`config.mk`:
```
export PLATFORM = sky130hd
export DESIGN_NAME = quiz_round_ctrl
export DESIGN_NICKNAME = d
export VERILOG_FILES = /design/src/rtl/quiz_round_ctrl.sv
export SDC_FILE = /design/constraint.sdc
export NUM_CORES = 1
export LEC_CHECK = 0
export ABC_AREA = 0
export BUFFER_PORTS_ARGS = -buffer_cell sky130_fd_sc_hd__buf_2
export CAP_MARGIN = 10
export CORE_MARGIN = 5
export CORE_UTILIZATION = 52
export CTS_BUF_LIST = sky130_fd_sc_hd__clkbuf_8
export DETAILED_ROUTE_END_ITERATION = 8
export GPL_ROUTABILITY_DRIVEN = 0
export PLACE_DENSITY = 0.79
export SYNTH_ARGS = -nofsm -noshare
export SYNTH_HDL_FRONTEND = slang
export SYNTH_SLANG_ARGS = --single-unit
```
`constraint.sdc`:
```
create_clock -name clk -period 2.76 [get_ports clk]
set_input_delay 0.138 -clock clk [delete_from_list [all_inputs] [get_ports clk]]
set_output_delay 0.138 -clock clk [all_outputs]
set_load 0.02 [all_outputs]
```
`src/rtl/quiz_round_ctrl.sv`:
```
// Quiz round controller: 4-player buzzer arbitration with
// round-robin grant, per-player lockout, answer countdown and scores.
module quiz_round_ctrl #(
  parameter int TICK_DIV   = 100000000,
  parameter int ANSWER_SEC = 9
) (
  input  logic        clk,
  input  logic        rst_n,
  input  logic [3:0]  btn,
  input  logic        host_start,
  input  logic        host_clear,
  input  logic        judge_ok,
  input  logic        judge_ng,
  output logic [1:0]  state,
  output logic [3:0]  winner,
  output logic [3:0]  lockout,
  output logic [3:0]  time_left,
  output logic [15:0] scores,
  output logic        timeout,
  output logic        round_void
);

  localparam int DW = (TICK_DIV > 1) ? $clog2(TICK_DIV) : 1;
  localparam logic [DW-1:0] DIV_MAX = DW'(TICK_DIV - 1);
  localparam logic [3:0] SEC_LOAD = 4'(ANSWER_SEC);

  typedef enum logic [1:0] {
    S_IDLE   = 2'd0,
    S_ARMED  = 2'd1,
    S_ANSWER = 2'd2
  } state_e;

  state_e          state_q, state_d;
  logic [3:0]      winner_q, winner_d;
  logic [3:0]      lock_q, lock_d;
  logic [3:0]      tl_q, tl_d;
  logic [3:0][3:0] score_q, score_d;
  logic [1:0]      ptr_q, ptr_d;
  logic [DW-1:0]   div_q, div_d;
  logic            to_q, to_d;
  logic            void_q, void_d;

  logic [3:0] elig;
  logic       gnt_found;
  logic [1:0] gnt_idx;
  logic [1:0] idx;
  logic       tick;

  assign elig = btn & ~lock_q;
  assign tick = (div_q == DIV_MAX);

  // Round-robin search starting at ptr_q
  always_comb begin
    gnt_found = 1'b0;
    gnt_idx   = ptr_q;
    idx       = ptr_q;
    for (int k = 0; k < 4; k++) begin
      idx = ptr_q + 2'(k);
      if (!gnt_found && elig[idx]) begin
        gnt_found = 1'b1;
        gnt_idx   = idx;
      end
    end
  end

  always_comb begin
    state_d  = state_q;
    winner_d = winner_q;
    lock_d   = lock_q;
    tl_d     = tl_q;
    score_d  = score_q;
    ptr_d    = ptr_q;
    div_d    = div_q;
    to_d     = 1'b0;
    void_d   = 1'b0;
    if (host_clear) begin
      state_d  = S_IDLE;
      winner_d = 4'b0;
      lock_d   = 4'b0;
      div_d    = '0;
    end else begin
      unique case (state_q)
        S_IDLE: begin
          lock_d = lock_q | btn;
          if (host_start) state_d = S_ARMED;
        end
        S_ARMED: begin
          if (&lock_q) begin
            state_d = S_IDLE;
            lock_d  = 4'b0;
            void_d  = 1'b1;
          end else if (gnt_found) begin
            state_d  = S_ANSWER;
            winner_d = 4'b0001 << gnt_idx;
            ptr_d    = gnt_idx + 2'd1;
            tl_d     = SEC_LOAD;
            div_d    = '0;
          end
        end
        S_ANSWER: begin
          if (judge_ok) begin
            for (int i = 0; i < 4; i++)
              if (winner_q[i] && score_q[i] != 4'd9)
                score_d[i] = score_q[i] + 4'd1;
            state_d  = S_IDLE;
            winner_d = 4'b0;
            lock_d   = 4'b0;
          end else if (judge_ng) begin
            state_d  = S_ARMED;
            lock_d   = lock_q | winner_q;
            winner_d = 4'b0;
          end else begin
            div_d = tick ? '0 : div_q + 1'b1;
            if (tick) begin
              if (tl_q == 4'd1) begin
                tl_d     = 4'd0;
                to_d     = 1'b1;
                lock_d   = lock_q | winner_q;
                winner_d = 4'b0;
                state_d  = S_ARMED;
              end else begin
                tl_d = tl_q - 4'd1;
              end
            end
          end
        end
        default: state_d = S_IDLE;
      endcase
    end
  end

  always_ff @(posedge clk or negedge rst_n) begin
    if (!rst_n) begin
      state_q  <= S_IDLE;
      winner_q <= 4'b0;
      lock_q   <= 4'b0;
      tl_q     <= 4'b0;
      score_q  <= '0;
      ptr_q    <= 2'b0;
      div_q    <= '0;
      to_q     <= 1'b0;
      void_q   <= 1'b0;
    end else begin
      state_q  <= state_d;
      winner_q <= winner_d;
      lock_q   <= lock_d;
      tl_q     <= tl_d;
      score_q  <= score_d;
      ptr_q    <= ptr_d;
      div_q    <= div_d;
      to_q     <= to_d;
      void_q   <= void_d;
    end
  end

  assign state      = state_q;
  assign winner     = winner_q;
  assign lockout    = lock_q;
  assign time_left  = tl_q;
  assign scores     = score_q;
  assign timeout    = to_q;
  assign round_void = void_q;

endmodule

```
==> impl_metrics.py <==
metrics = {
    "place": {
        "place_hpwl_mm": 6.25,
        "port_buffers": 41,
    },
    "cells_and_area": {
        "antenna_cells": 0,
        "layout-drive-gt1-share_pct": 17.8,
        "fin_nets": 470,
        "area_growth_pct": 12.8,
        "layout_common_cells": "61 x dfrtp_1, 49 x a31oi_1, 41 x buf_2",
        "final_common_cell": "dfrtp_1",
        "fin_util_pct": 60.7,
    },
    "worst_setup_path": {
        "crit-reg2reg-launch": "div_q[19]",
        "worstPathArrival_ns": 2.59,
        "crit_required_ns": 2.98,
        "cp-end-kind": "flip-flop",
        "worstPathMaxFanout": 19,
        "rr_endpoint": "div_q[8]",
        "r2r_cells": 5,
        "crit_type": "flip-flop to flip-flop",
        "rrSetupSlack_ns": 0.38,
        "cp-start-kind": "flip-flop",
    },
    "clocking": {
        "clockRootBuffer": "clkbuf_8",
        "tritoncts": "done",
        "clk_pin_slew_worst_paths_ns": 0.07,
        "cts_buffers": 9,
        "post-cts-setup-buffers": 0,
        "clk_path_buf_depth": 2,
        "hold_buffers": 1,
        "clk_latency_ns": 0.34,
        "cts_resized": 0,
        "cts_sinks": 61,
        "htree_levels": 3,
    },
    "routing": {
        "remaining_drc_errors": 0,
        "drt_wl_total_mm": 8.88,
        "drt_iter0_markers": 241,
        "vias_per_cell": 6.13,
        "firstDrtPassIters": 4,
        "wire_per_inst_um": 16.4,
        "final_antenna_net_count": 0,
        "vias": 3314,
    },
    "power": {
        "power.leakage_uw": 0.00186,
        "powerDensity_mw_per_mm2": 687,
        "peakVddDrop_mv": 0.279,
    },
    "timing": {
        "finalHoldViolCount": 0,
        "fin_crit_ns": 2.38,
        "finalCritPeriodShare_pct": 86.1,
        "setup_viol": 0,
        "tns_ns": 0,
        "tightest_slew_ns": 0.936,
        "relSlewSlack_pct": 37.6,
        "rsz0062_at_grt": "false",
        "fmax_ghz": 0.421,
        "slew_violations": 0,
        "hold_ws_ns": 0.152,
        "fin_skew_ns": 0.00825,
    },
    "yosys": {
        "ys_seq_area_share_pct": 41.3,
        "yosys-top-cells-area": "dfrtp_1 41%, a31oi_1 8.3%, ha_1 6.4%, nand2_1 3.3%, o21ai_0 3.0%",
        "synth_cell_type_count": 56,
        "yosys_warnings": 0,
        "ys_seq_elements": 61,
        "synthCells": 395,
        "synth_async_sr_flop_share_pct": 100,
        "synth_fp_nets": 424,
        "ys.flop_type": "dfrtp_1",
        "yosys.area.top_type": "dfrtp_1",
        "synth_edf_count": 0,
        "synth_area_mm2": 0.00370,
        "synth_area_per_cell_um2": 9.36,
        "synth_top_area_share_pct": 41.3,
    },
    "die": {
        "initial_core_util_pct": 53.8,
        "die_w_um": 94.3,
        "dieArea_mm2": 0.00890,
        "num_rows": 30,
        "io_pins": 42,
        "fp.coreArea_mm2": 0.00687,
        "die_y_um": 94.3,
    },
    "global_route": {
        "grt_max_degree": 34,
        "overflow": 0,
        "grt_pass1_wl_mm": 14.9,
        "grt_antenna_before_repair": 0,
        "grt_pass1_vias": 3100,
        "track_usage_pct": 21.1,
    },
    "worst_hold_path": {
        "hold_depth": 2,
        "hp-start": "host_clear",
        "min_to": "round_void",
        "min_path_type": "primary input to flip-flop",
    },
    "run": {
        "drv_cap": 0,
    },
    "outcome": {
        "outcome": "finished clean",
    },
}
-- area by class of cell --
type / count / area [um^2]
inverters: 11 / 41.3
multi-input cells: 308 / 2050
clock buffers: 10 / 138
fillers: 585 / 2700
clock inverters: 5 / 21.3
flip-flops and latches: 61 / 1530
well taps: 96 / 120
repair buffers: 50 / 275
-- synth_stat cells (12+ instances only) --
master,n
a31oi_1,49
ha_1,19
nor3_1,12
nand3_1,17
dfrtp_1,61
nor2_1,22
nand2_1,33
o21ai_0,22
nand2b_1,13
xnor2_1,12
-- cells by family after synthesis --
| group | Yosys count | synth area share [%] |
|---|---|---|
| XOR/XNOR | 12 | 2.84 |
| adder cells (fa/ha/maj) | 19 | 6.43 |
| buffers and inverters | 26 | 3.28 |
| AND/OR/NAND/NOR | 165 | 25.5 |
| AO/OA/AOI/OAI | 105 | 18.6 |
| multiplexers | 7 | 2.13 |
| flip-flops | 61 | 41.3 |
-- layer usage --
layer,up-vias,share of wire (%),track usage [%]
met2,114,48,34.2
met4,0,1.7,7.34
met5,-,0,0
li1,1573,-,-
met3,13,6.3,4.70
met1,1614,44,28.1
-- metrics by stage --
| stage | total power (uW) | worst slack [ns] | cell area (um^2) | std cells |
|---|---|---|---|---|
| floorplan | 1880 | 0.705 | 3700 | 395 |
| global placement | 2160 | 0.485 | 4000 | 525 |
| detailed placement | 2210 | 0.421 | 4000 | 525 |
| CTS | 2880 | 0.412 | 4170 | 541 |
| global route | 3060 | 0.285 | 4170 | 541 |
| finish | 2870 | 0.382 | 4170 | 541 |
-- registers in the layout (all words and copies together) (netlist names) --
name / count
ptr_q: 2
round_void: 1
time_left: 4
div_q: 27
winner: 4
state: 2
scores: 16
timeout: 1
lockout: 4
-- worst max-delay path, cell delays in order (launching register included) --
cell	delay, ns
dfrtp_1	0.45
or4b_4	0.57
nor4_4	0.33
a21oi_2	0.31
and2_1	0.29
a221o_1	0.29
-- where the power goes --
| group | internal (uW) | total [uW] | switching (uW) | leakage [uW] |
|---|---|---|---|---|
| logic | 409 | 1040 | 634 | 0.000938 |
| registers | 1010 | 1160 | 155 | 0.000830 |
| clock network | 332 | 666 | 334 | 0.0000957 |
| total | 1750 | 2870 | 1120 | 0.00186 |
-- worst max path at each step --
stage,from,to,depth (start not counted)
final,div_q[19],div_q[8],5
after global routing,div_q[19],state[0],5
after CTS,div_q[19],div_q[8],5
after detailed placement,div_q[19],div_q[8],5
after global placement,div_q[19],div_q[8],5
after floorplan,div_q[19],time_left[0],5
Note: power is estimated with default switching activity, not from simulation.
